==> src/rtl/fetch_pkg.sv <==
`default_nettype none
// ============================================================================
// Module      : fetch_pkg
// Description : Shared types and constants for the instruction-fetch front
//               end: datapath width, default reset PC, canonical NOP and the
//               packed fetch-queue entry {pc, instr}.
// Revision    : 1.0 - initial release
// ============================================================================
package fetch_pkg;

  localparam int          XLEN             = 32;
  localparam logic [31:0] RESET_PC_DEFAULT = 32'h0000_0000;
  localparam logic [31:0] INSTR_NOP        = 32'h0000_0013;

  typedef struct packed {
    logic [XLEN-1:0] pc;
    logic [XLEN-1:0] instr;
  } fetch_entry_t;

endpackage : fetch_pkg
`default_nettype wire

==> src/rtl/fetch_queue.sv <==
`default_nettype none
// ============================================================================
// Module      : fetch_queue
// Description : In-order FIFO of DEPTH fetch entries. The head entry is kept
//               in a dedicated register so the outputs are defined out of
//               reset (storage itself is not reset) and hold their last value
//               when the queue drains.
// Ports       : clk    - clock, rising edge
//               rst_n  - asynchronous active-low reset
//               push   - write wdata at tail (caller guarantees room)
//               pop    - retire head (caller guarantees non-empty)
//               flush  - discard all entries; overrides push/pop
//               wdata  - entry to write
//               count  - number of valid entries (0..DEPTH)
//               head   - oldest entry
// Revision    : 1.0 - initial release
// ============================================================================
module fetch_queue
  import fetch_pkg::*;
#(
  parameter int DEPTH = 2
) (
  input  logic                     clk,
  input  logic                     rst_n,
  input  logic                     push,
  input  logic                     pop,
  input  logic                     flush,
  input  fetch_entry_t             wdata,
  output logic [$clog2(DEPTH):0]   count,
  output fetch_entry_t             head
);

  localparam int c_ptr_w = $clog2(DEPTH);
  localparam int c_cnt_w = c_ptr_w + 1;

  fetch_entry_t             r_mem [DEPTH];
  fetch_entry_t             r_head;
  logic [c_ptr_w-1:0]       r_rd_ptr;
  logic [c_ptr_w-1:0]       r_wr_ptr;
  logic [c_cnt_w-1:0]       r_count;

  logic [c_ptr_w-1:0]       w_rd_next;
  logic [c_cnt_w-1:0]       w_cnt_after_pop;
  logic [c_cnt_w-1:0]       w_count_next;
  fetch_entry_t             w_head_next;

  assign w_rd_next       = r_rd_ptr + c_ptr_w'(pop);
  assign w_cnt_after_pop = r_count - c_cnt_w'(pop);
  assign w_count_next    = w_cnt_after_pop + c_cnt_w'(push);

  // If nothing older survives the pop, the word being pushed becomes the
  // head directly (bypass); otherwise the next stored entry moves up.
  assign w_head_next = (w_cnt_after_pop == '0) ? wdata : r_mem[w_rd_next];

  always_ff @(posedge clk) begin
    if (push && !flush) begin
      r_mem[r_wr_ptr] <= wdata;
    end
  end

  always_ff @(posedge clk or negedge rst_n) begin
    if (!rst_n) begin
      r_rd_ptr <= '0;
      r_wr_ptr <= '0;
      r_count  <= '0;
      r_head   <= '0;
    end else if (flush) begin
      // Head register keeps its stale value; it is only observed when valid.
      r_rd_ptr <= '0;
      r_wr_ptr <= '0;
      r_count  <= '0;
    end else begin
      r_rd_ptr <= w_rd_next;
      r_wr_ptr <= r_wr_ptr + c_ptr_w'(push);
      r_count  <= w_count_next;
      if (w_count_next != '0) begin
        r_head <= w_head_next;
      end
    end
  end

  assign count = r_count;
  assign head  = r_head;

endmodule : fetch_queue
`default_nettype wire

==> src/rtl/instr_fetch_unit.sv <==
`default_nettype none
// ============================================================================
// Module      : instr_fetch_unit
// Description : Fetch front end. Owns the PC, addresses instruction memory
//               (combinational read), and queues {instr, pc} pairs for decode
//               through a valid/ready handshake. Redirect flushes the queue
//               and restarts fetch at the word-aligned target.
// Ports       : CLK          - clock, rising edge
//               RST          - asynchronous active-low reset
//               Fetch_En     - 0 freezes PC and pushes (pops continue)
//               IMEM_A       - instruction address (PC register)
//               IMEM_RD      - instruction word for IMEM_A, same cycle
//               Redirect     - control-flow change, highest priority
//               Redirect_PC  - redirect target, bits [1:0] ignored
//               Out_Valid    - head of queue is valid
//               Out_Ready    - decode accepts head
//               Out_Instr    - head instruction
//               Out_PC       - head instruction address
//               Out_PCPlus4  - Out_PC + 4 (mod 2^32)
// Revision    : 1.0 - initial release
// ============================================================================
module instr_fetch_unit
  import fetch_pkg::*;
#(
  parameter logic [31:0] RESET_PC = RESET_PC_DEFAULT,
  parameter int          DEPTH    = 2
) (
  input  logic            CLK,
  input  logic            RST,
  input  logic            Fetch_En,
  output logic [XLEN-1:0] IMEM_A,
  input  logic [XLEN-1:0] IMEM_RD,
  input  logic            Redirect,
  input  logic [XLEN-1:0] Redirect_PC,
  output logic            Out_Valid,
  input  logic            Out_Ready,
  output logic [XLEN-1:0] Out_Instr,
  output logic [XLEN-1:0] Out_PC,
  output logic [XLEN-1:0] Out_PCPlus4
);

  localparam int                 c_cnt_w = $clog2(DEPTH) + 1;
  localparam logic [c_cnt_w-1:0] c_depth = c_cnt_w'(DEPTH);

  logic [XLEN-1:0]    r_pc;
  logic [c_cnt_w-1:0] w_count;
  fetch_entry_t       w_head;
  fetch_entry_t       w_wdata;
  logic               w_pop;
  logic               w_push;

  assign Out_Valid = (w_count != '0);

  // A handshake during a redirect is not an acceptance: the flush wins.
  assign w_pop  = Out_Valid & Out_Ready & ~Redirect;
  // Full queue may still accept a word when the head leaves this cycle.
  assign w_push = Fetch_En & ~Redirect & ((w_count < c_depth) | w_pop);

  assign w_wdata.pc    = r_pc;
  assign w_wdata.instr = IMEM_RD;

  always_ff @(posedge CLK or negedge RST) begin
    if (!RST) begin
      r_pc <= RESET_PC;
    end else if (Redirect) begin
      r_pc <= {Redirect_PC[XLEN-1:2], 2'b00};
    end else if (w_push) begin
      r_pc <= r_pc + 32'd4;
    end
  end

  fetch_queue #(
    .DEPTH (DEPTH)
  ) u_queue (
    .clk   (CLK),
    .rst_n (RST),
    .push  (w_push),
    .pop   (w_pop),
    .flush (Redirect),
    .wdata (w_wdata),
    .count (w_count),
    .head  (w_head)
  );

  assign IMEM_A      = r_pc;
  assign Out_Instr   = w_head.instr;
  assign Out_PC      = w_head.pc;
  assign Out_PCPlus4 = w_head.pc + 32'd4;

endmodule : instr_fetch_unit
`default_nettype wire
==> config.mk <==
export PLATFORM = sky130hd
export DESIGN_NAME = instr_fetch_unit
export DESIGN_NICKNAME = d
export VERILOG_FILES = /design/src/rtl/fetch_pkg.sv /design/src/rtl/fetch_queue.sv /design/src/rtl/instr_fetch_unit.sv
export SDC_FILE = /design/constraint.sdc
export NUM_CORES = 1
export LEC_CHECK = 0
export ABC_CLOCK_PERIOD_IN_PS = 5900
export BUFFER_PORTS_ARGS = -buffer_cell sky130_fd_sc_hd__clkbuf_2
export CORE_MARGIN = 10
export CORE_UTILIZATION = 50
export DETAILED_ROUTE_END_ITERATION = 8
export GPL_TIMING_DRIVEN = 0
export PLACE_DENSITY = 0.76
export RECOVER_POWER = 100
export SYNTH_ARGS = -nofsm -noshare
export SYNTH_HDL_FRONTEND = slang
export SYNTH_SLANG_ARGS = --single-unit
==> constraint.sdc <==
create_clock -name CLK -period 5.9 [get_ports CLK]
set_input_delay 0.295 -clock CLK [delete_from_list [all_inputs] [get_ports CLK]]
set_output_delay 0.295 -clock CLK [all_outputs]
set_load 0.05 [all_outputs]
Yosys cells after proc, flatten, opt, wreduce, memory -nomap -nowiden
Memory sizes are Yosys's and may differ from the RTL's.
Cells that the tools add are included.
Cells by class
  magnitude comparators: 1
  reductions and logical operators: 7
  add/subtract/negate cells: 6
  muxes and demuxes: 8
  bitwise logic cells: 6
Operators by type and width (number)
  $add A32 B3 Y32 const B: 2
  $mux W32: 2
  $mux W64: 1
  $reduce_bool A2 Y1: 3
  $and A1 B1 Y1: 4
  $mux W1: 4
  $add A1 B1 Y1: 2
  $add A2 B1 Y2: 1
  $logic_not A2 Y1: 1
  $lt A2 B2 Y1 const B: 1
  $mux W2: 1
  $reduce_and A2 Y1: 1
  $sub A2 B1 Y2: 1
  $logic_and A1 B1 Y1: 1
  $logic_not A1 Y1: 1
  $not A1 Y1: 1
  $or A1 B1 Y1: 1
Storage, ports and cells
  bits of input ports: 69
  RAM bits: 128
  memories: 1
  flip-flop bits (word level): 100
  output and inout bits: 129
Memory list
  u_queue.r_mem: words 2, bits a word 64, rd ports 1, clocked after Yosys merged registers in 0, wr ports 1, line fetch_queue.sv:36  | fetch_entry_t r_mem [DEPTH];

Logic depth before layout (Yosys ltp)
Gate-level depths: netlist of run 1.
  depth in word-level cells: 8
  gate-level depth with buffers: 12
  depth with buffers taken out: 9

By module
Synthesis of run 1 repeated with hierarchy kept, for this count alone.
Second synthesis, totals
  cells, all modules: 914
  area total of the unflattened synthesis: 10363.7 sq um
Modules (own cells, without submodules)
  fetch_queue: sequential area each 5545.3 sq um, instances 1, area an instance 8071.5 sq um, cells an instance 638
  instr_fetch_unit: sequential area each 750.7 sq um, instances 1, area an instance 2292.2 sq um, cells an instance 276

Worst setup path after synthesis of run 1
No wires, ideal clock.
  path type: input port to flip-flop
  start: input Redirect
  end: memory u_queue.r_mem[0][0] in the netlist's numbering, enable pin
  slack: 372 ps
  library setup time: 559 ps
  data arrival time: 4969 ps
  path buffers: 2
  data required time: 5341 ps
  stages: 3
  cell sequence: clkbuf_1 clkbuf_1 nor3_1
Between the ends
  cells in the longest elaborated chain, start to end: 7
  elaborated cells between the ends (all ways): 9
  those cells by class: mux: 2; bitwise: 5; reduce/logical: 2
RTL lines
  from (decl): line instr_fetch_unit.sv:33  | input logic Redirect,
  $not A1 Y1 (no line)
  $and A1 B1 Y1: line instr_fetch_unit.sv:55  | assign w_pop = Out_Valid & Out_Ready & ~Redirect;
  $or A1 B1 Y1: line instr_fetch_unit.sv:57  | assign w_push = Fetch_En & ~Redirect & ((w_count < c_depth) | w_pop);
  $and A1 B1 Y1: line instr_fetch_unit.sv:57
  $logic_and A1 B1 Y1 (*): line fetch_queue.sv:56  | if (push && !flush) begin
  $mux W1 (*): line fetch_queue.sv:56
  $mux W1 (not written as such) (*): line fetch_queue.sv:57  | r_mem[r_wr_ptr] <= wdata;
  to (decl): line fetch_queue.sv:36
Every way passes the cells marked *; elsewhere a longest branch is shown, timed or not.

Worst setup path after layout of run 1
  start: register u_queue.r_count[1] (netlist: u_queue.count[1])
  end: register u_queue.r_head, in the netlist u_queue.head[61]
Between the ends
  cells in the longest elaborated chain, start to end: 8
  elaborated cells between the ends (all ways): 14
  those cells by class: add/sub: 3; order compare: 1; mux: 1; bitwise: 4; reduce/logical: 4; memory: 1
RTL lines
  from (decl): line fetch_queue.sv:40  | logic [c_cnt_w-1:0] r_count;
  from (signal assigned): line fetch_queue.sv:75  | r_count <= w_count_next;
  parallel branches: the longest is 8 deep, another holds $sub A2 B1 Y2
  to (signal assigned): line fetch_queue.sv:77  | r_head <= w_head_next;
  to (decl): line fetch_queue.sv:37  | fetch_entry_t r_head;
Several ways; the timed one is not identified.
A chain may end at the register's enable or synchronous reset.

==> results of run 1 <==
-- metal layers --
metal	wire length (um)	share of wire [%]	vias to the layer above
met1	11510	43	3561
met3	1539	5.8	39
li1	-	-	3307
met4	506	1.9	0
met5	0	0	-
met2	13120	49	215
-- per-stage QoR --
step | total power, uW | hold slack (ns) | cells
final | 6377 | 0.007908 | 1301
after global routing | 6686 | 0.005218 | 1301
after CTS | 6665 | 0.0001741 | 1294
after detailed placement | 5238 | 0.4609 | 1228
after global placement | 5198 | 0.5023 | 1221
after floorplan | 4454 | -0.0005911 | 767
-- kinds of logic (layout without fill, tap and decap cells) --
kind of cell | Yosys count | count (layout) | share of synthesized area (%)
AOI/OAI and AO/OA | 90 | 90 | 10.69
muxes | 68 | 68 | 6.855
other | 1 | 7 | 0.03756
xor gates and xnor gates | 57 | 57 | 5.189
adders and majority gates | 4 | 4 | 0.5013
buffers and inverters | 55 | 323 | 3.208
DFF | 220 | 220 | 61.36
and+or+nand+nor | 267 | 267 | 12.16
-- cell usage in the layout, fill, tap and decap left out, types with 4 or more instances in the layout --
| master | synthesis | layout |
|---|---|---|
| clkbuf_1 | 22 | 197 |
| nor3_1 | 5 | 7 |
| nor2b_1 | 7 | 7 |
| a22oi_1 | 4 | 4 |
| edfxtp_1 | 124 | 124 |
| clkbuf_2 | 0 | 35 |
| buf_4 | 6 | 6 |
| clkbuf_16 | 0 | 23 |
| and3_1 | 4 | 4 |
| nor2_1 | 133 | 133 |
| dfrtp_1 | 96 | 96 |
| and2_0 | 0 | 4 |
| ha_1 | 4 | 4 |
| clkinv_2 | 0 | 4 |
| a221oi_2 | 59 | 13 |
| dlygate4sd3_1 | 0 | 31 |
| o21ai_0 | 23 | 23 |
| inv_1 | 6 | 6 |
| xnor2_1 | 28 | 29 |
| mux2i_1 | 65 | 65 |
| nor4_1 | 4 | 4 |
| and4_1 | 7 | 7 |
| conb_1 | 1 | 6 |
| buf_8 | 6 | 6 |
| a221oi_1 | 3 | 49 |
| nand3_1 | 25 | 25 |
| nand4_1 | 17 | 17 |
| xor2_1 | 28 | 28 |
| nand2_1 | 50 | 50 |
-- final timing paths --
path	from	end	cells past startpoint
min in group asynchronous	RST	IMEM_A[9]	2
worst min-delay path	Redirect_PC[22]	IMEM_A[22]	3
worst max-delay path	u_queue.count[1]	u_queue.head[61]	12
worst max register to register	u_queue.count[1]	u_queue.head[61]	12
worst min register to register	u_queue.r_wr_ptr	u_queue.r_wr_ptr	2
max in group asynchronous	RST	u_queue.head[25]	2
-- layout make-up --
class	count	area [um^2]
well taps	265	331.6
plain buffers	49	285.3
diodes	1	2.502
clock buffers	31	625.6
flip-flops and latches	220	6126
repair buffers	227	1116
multi-input cells	492	3233
clock inverters	10	107.6
inverters	6	22.52
fillers	1688	7676
-- registers in the layout, indices dropped and copies added (netlist names) --
name and flops:
u_queue.head 62, u_queue.r_mem 124, u_queue.r_wr_ptr 1, u_queue.r_rd_ptr 1
IMEM_A 30, u_queue.count 2
-- power groups by stage --
stage	sequential (uW)	combinational [uW]	clock, uW
after global routing	2280	2910	1500
final	2240	2730	1410
after CTS	2240	3000	1430
after detailed placement	2260	2970	0
after floorplan	2980	1470	0
after global placement	2260	2940	0
-- critical path: cells and delay by family (launching register included) --
kind,cells,cell delay (ns)
buffers and inverters,4,1.43
and+or+nand+nor,3,0.72
adders and majority gates,2,0.48
DFF,1,0.40
AOI/OAI and AO/OA,2,0.34
xor gates and xnor gates,1,0.20
==> flow_summary.toml, run 1 <==
[drt]
first_pass_iters = 4
drc = 0
drt-initial-drc-count = 584
vias = 7122
viasPerCell = 5.474
avgRoutedWirePerCell_um = 20.51
drt-total-wl_mm = 26.68
postRouteAntennaNets = 0

[critical_path]
critPathArrivalTime_ns = 4.08
crit_path_frequent_cell = "clkbuf_1"
path_class = "register to register"
worstPathRequired_ns = 6.23
startpoint_type = "register"
critical_path.cell_chain = "or2_2 -> and3b_1 -> ha_1 -> inv_1 -> ha_1 -> xnor2_1 -> o21ba_1 -> clkbuf_1 -> and2_0 -> clkbuf_1 -> clkbuf_1 -> a221oi_1"
cp-end-kind = "register"
slowest_stage = "clkbuf_1"
r2r_slack_ns = 2.15
max_stage_delay_ns = 0.53
crit_path_max_fanout = 10

[power]
p_sw_uw = 3005
internal-power_uw = 3373
powerDensity_nw_per_um2 = 538.2
swShare_pct = 47.11
cellLeakagePower_uw = 0.004713
p_clk_share_pct = 22.2
pwr-share-comb_pct = 42.7
power.share.sequential_pct = 35.1
vdd_drop_max_mv = 0.3505

[placed_design]
dpl_cell_area_um2 = 11390
pre_cts_ws_ns = 2.309
io_buffers = 189
gp_congestion = 0.8094
dp_hpwl_mm = 18.40

[status]
status = "finished with violations"
violations = "max-capacitance violations, max-slew violations"

[sta]
fin_crit_sh_pct = 63.48
tns_ns = 0
min_period_ns = 3.745
timing.final.ws_setup_ns = 2.155
final_hold_viol_count = 0
drv_slew = 40
max-slew-margin-rel_pct = -34.19
final-setup-viol-count = 0
max_freq_ghz = 0.2670
fin_skew_ns = 0.01463
rsz0062_at_grt = "no"
worst_pin_slew_ns = 2.012

[floorplanning]
rows = 51
core_um2 = 19530
dieArea_um2 = 26020
pin_count = 198
start_util_pct = 51.13
fp.dieW_um = 161.3
die_y_um = 161.3

[layout]
design_area_um2 = 11850
fin_nets = 1092
fin_util_pct = 60.69
drive_gt1_share_pct = 10.24
syn_to_final_growth_pct = 18.70

[yosys]
synth.most_common_cell = "nor2_1"
yosysWarnings = 0
synth_top_area_share_pct = 37.30
synth_top_area_cell = "edfxtp_1"
ys_types = 38
synth_area_leaders = "edfxtp_1 (37%), dfrtp_1 (24%), a221oi_2 (8.9%)"
synth_commonest_cells = "nor2_1 (133), edfxtp_1 (124), dfrtp_1 (96), mux2i_1 (65), a221oi_2 (59)"
netlist_area_um2 = 9983
synth_flop_cell = "edfxtp_1"
ys_ff_latch = 220
yosysSeqAreaShare_pct = 61.36
avgSynthCellArea_um2 = 13.10
synth_edf_count = 124
async_flop_share_pct = 43.64
synthCells = 762

[clocking]
cts_hold_buf = 25
cts_tree = "built"
cts_resized = 0
post_cts.repair.setup_buffers = 0
clk_pin_slew_ns = 0.06
root_buffer = "clkbuf_16"
clk_path_buf_depth = 3
cts_made_buffers = 23
htree_levels = 1
clock_sinks = 220
clkLatencyLatePin_ns = 0.51

[global_route]
antenna_found_initial = 1
first_global_vias = 7448
grt.met1_usage_pct = 26.02
grtUsageMet3_pct = 3.711
grt_pass1_wl_mm = 41.92
track_usage_pct = 19.92
grt_start_max_net_pins = 97
grt_busiest_layer = "met2"
grt_overflow = 0
met2_usage_pct = 33.38

[min_path]
worst_hold_path_type = "input port to register"

[job]
cap_violations = 3
Power figures use the tool's default switching activity.
==> run 2, diff against run 1 <==
--- a/config.mk
+++ b/config.mk
@@ -5,10 +5,11 @@
 export SDC_FILE = /design/constraint.sdc
 export NUM_CORES = 1
 export LEC_CHECK = 0
-export ABC_CLOCK_PERIOD_IN_PS = 5900
+export ABC_AREA = 1
+export ABC_CLOCK_PERIOD_IN_PS = 3900
 export BUFFER_PORTS_ARGS = -buffer_cell sky130_fd_sc_hd__clkbuf_2
 export CORE_MARGIN = 10
-export CORE_UTILIZATION = 50
+export CORE_UTILIZATION = 53
 export DETAILED_ROUTE_END_ITERATION = 8
 export GPL_TIMING_DRIVEN = 0
 export PLACE_DENSITY = 0.76
==> constraint.sdc (replaced) <==
create_clock -name CLK -period 3.9 [get_ports CLK]
set_input_delay 0.195 -clock CLK [delete_from_list [all_inputs] [get_ports CLK]]
set_output_delay 0.195 -clock CLK [all_outputs]
set_load 0.05 [all_outputs]
==> flow_summary.toml, run 2 <==
[clocking]
cts_made_buffers = 24
clock_sinks = 220
clk_path_buf_depth = 3
cts_resized = 0
cts_tree = "built"
root_buffer = "clkbuf_16"
clk_pin_slew_ns = 0.06
clkLatencyLatePin_ns = 0.53
htree_levels = 1

[floorplanning]
pin_count = 198
core_um2 = 20300
fp.dieW_um = 164.0
dieArea_um2 = 26910
rows = 52
die_y_um = 164.0
start_util_pct = 54.17

[yosys]
ys_ff_latch = 220
synth_top_area_share_pct = 33.86
synthCells = 1240
avgSynthCellArea_um2 = 8.868
synth_edf_count = 124
synth_top_area_cell = "edfxtp_1"
netlist_area_um2 = 11000
synth_commonest_cells = "nand3_1 (345), nand2_1 (294), edfxtp_1 (124), dfrtp_1 (96), inv_1 (89)"
yosysSeqAreaShare_pct = 55.71
async_flop_share_pct = 43.64
synth_flop_cell = "edfxtp_1"
synth_area_leaders = "edfxtp_1 (34%), dfrtp_1 (22%), nand3_1 (16%)"
yosysWarnings = 0
synth.most_common_cell = "nand3_1"
ys_types = 35

[critical_path]
cp_top_family = "simple AND/OR/NAND/NOR gates"
path_buf_inv = 5
startpoint_type = "register"
critical_path.cell_chain = "inv_1 -> nand2_2 -> nand2_1 -> inv_1 -> ha_1 -> inv_1 -> ha_1 -> inv_1 -> nand2_1 -> nand3_1 -> nand2_1 -> clkbuf_1 -> nand3_1 -> nand2_1"
slowest_stage = "nand2_1"
cp-end-kind = "register"
critPathArrivalTime_ns = 3.64
max_stage_delay_ns = 0.53
worstPathRequired_ns = 4.35
path_class = "register to register"
crit_path_max_fanout = 10

[drt]
avgRoutedWirePerCell_um = 19.28
drc = 0
postRouteAntennaNets = 0
drt-total-wl_mm = 34.90
drt-initial-drc-count = 1017
viasPerCell = 5.551
vias = 10048
first_pass_iters = 5

[min_path]
worst_hold_path_type = "input port to register"

[power]
vdd_drop_max_mv = 0.3844
powerDensity_nw_per_um2 = 730.4
cellLeakagePower_uw = 0.005729

[status]
status = "finished with violations"
violations = "max-capacitance violations, max-slew violations"

[layout]
layout_commonest_cell = "nand3_1"
largest_reg_flops = 124
fin_util_pct = 66.48
seqCellArea_um2 = 6126
design_area_um2 = 13490
top_register = "u_queue.r_mem"
syn_to_final_growth_pct = 22.71
drive_gt1_share_pct = 8.312
fill_cells = 1744
antenna_cells = 0
multiInputGateArea_um2 = 4145
layout_common_cells = "nand3_1 (347), nand2_1 (296), clkbuf_1 (192), edfxtp_1 (124), dfrtp_1 (96)"
fin_nets = 1596

[sta]
fin_skew_ns = 0.02243
drv_slew = 97
final_hold_viol_count = 0
fin_crit_sh_pct = 81.80
max_freq_ghz = 0.3134
max-slew-margin-rel_pct = -74.80
tns_ns = 0
worst_pin_slew_ns = 2.622
min_period_ns = 3.190
rsz0062_at_grt = "no"
final-setup-viol-count = 0

[global_route]
antenna_found_initial = 0
first_global_vias = 9830
grt_start_max_net_pins = 97
grt_overflow = 0
track_usage_pct = 25.50
grt_pass1_wl_mm = 54.24

[job]
cap_violations = 1

[placed_design]
io_buffers = 188
dpl_cell_area_um2 = 12410
dp_hpwl_mm = 24.87
gp_congestion = 0.9544
==> run 2: changes by cell type in the layout (fill, tap and decap cells not counted), moves of 26 or more <==
| cell | previous run | this run |
|---|---|---|
| a221oi_1 | 49 | 0 |
| buf_2 | 3 | 29 |
| dlygate4sd3_1 | 31 | 60 |
| inv_1 | 6 | 90 |
| mux2i_1 | 65 | 0 |
| nand2_1 | 50 | 296 |
| nand3_1 | 25 | 347 |
| nor2_1 | 133 | 68 |
| or2_0 | 0 | 34 |
==> run 2: cell type report <==
type	count	area share, %
timing repair buffer	252	10.41
multi-input combinational	863	30.72
tap	270	2.503
inverter	93	2.633
sequential	220	45.40
clock inverter	8	0.8252
clock buffer	35	4.988
buffer	69	2.522
==> run 2: metrics by stage <==
step | setup WS (ns) | std cells | hold slack, ns | total power [uW]
2_1_floorplan | 0.003531 | 1245 | -0.1006 | 6450
3_3_place_gp | -1.832 | 1703 | 0.3949 | 7613
3_5_place_dp | 1.069 | 1707 | 0.3531 | 7696
4_1_cts | 1.090 | 1810 | 0.002451 | 10030
5_1_grt | 0.4714 | 1810 | 0.01714 | 10330
6_report | 0.7096 | 1810 | 0.02284 | 9856
==> run 2: final timing paths <==
kind / startpoint / end / slack (ns) / cells after the start
max in group asynchronous: RST / IMEM_A[11] / 1.33 / 2
hold / removal: Redirect_PC[27] / IMEM_A[27] / 0.02 / 5
hold reg to reg: u_queue.head[2] / u_queue.head[2] / 0.51 / 2
setup / recovery: u_queue.count[1] / u_queue.head[63] / 0.71 / 14
min in group asynchronous: RST / u_queue.head[4] / 0.99 / 2
setup reg to reg: u_queue.count[1] / u_queue.head[63] / 0.71 / 14
==> run 2: worst reg2reg max path: cells and delay by family (launching register included) <==
family / cells / cell delay, ns
AND/OR/NAND/NOR: 7 / 1.55
adder cells (fa/ha/maj): 2 / 0.42
buffers and inverters: 5 / 0.74
flip-flops: 1 / 0.43
==> run 2: power by group <==
group          internal, uW  switching (uW)
Combinational           861            3300
Clock                  1390             903
Sequential             2900             499
Total                  5150            4700
==> run 2: logic make-up after synthesis <==
group           after synthesis  synth area share (%)
simple gates                780                 32.45
xor+xnor                     34                 2.708
other cells                   1               0.03410
fa+ha+maj                     4                0.4551
compound gates               39                 2.071
flops                       220                 55.71
buf+inv                     162                 6.576
==> run 2: repair_timing <==
item                                    in CTS  in global routing
hold endpoints to repair                   187                  0
buffers inserted                             0                  0
endpoints found under the setup margin       0                  0
hold buffers                                60                  0
==> run 2: routing by layer <==
metal / wire, um / global-route usage, % / up-vias
met3: 3116 / 4.255 / 83
met1: 14350 / 34.54 / 4696
li1: - / - / 4733
met5: 0 / 0 / -
met4: 1187 / 9.586 / 0
met2: 16240 / 40.46 / 536
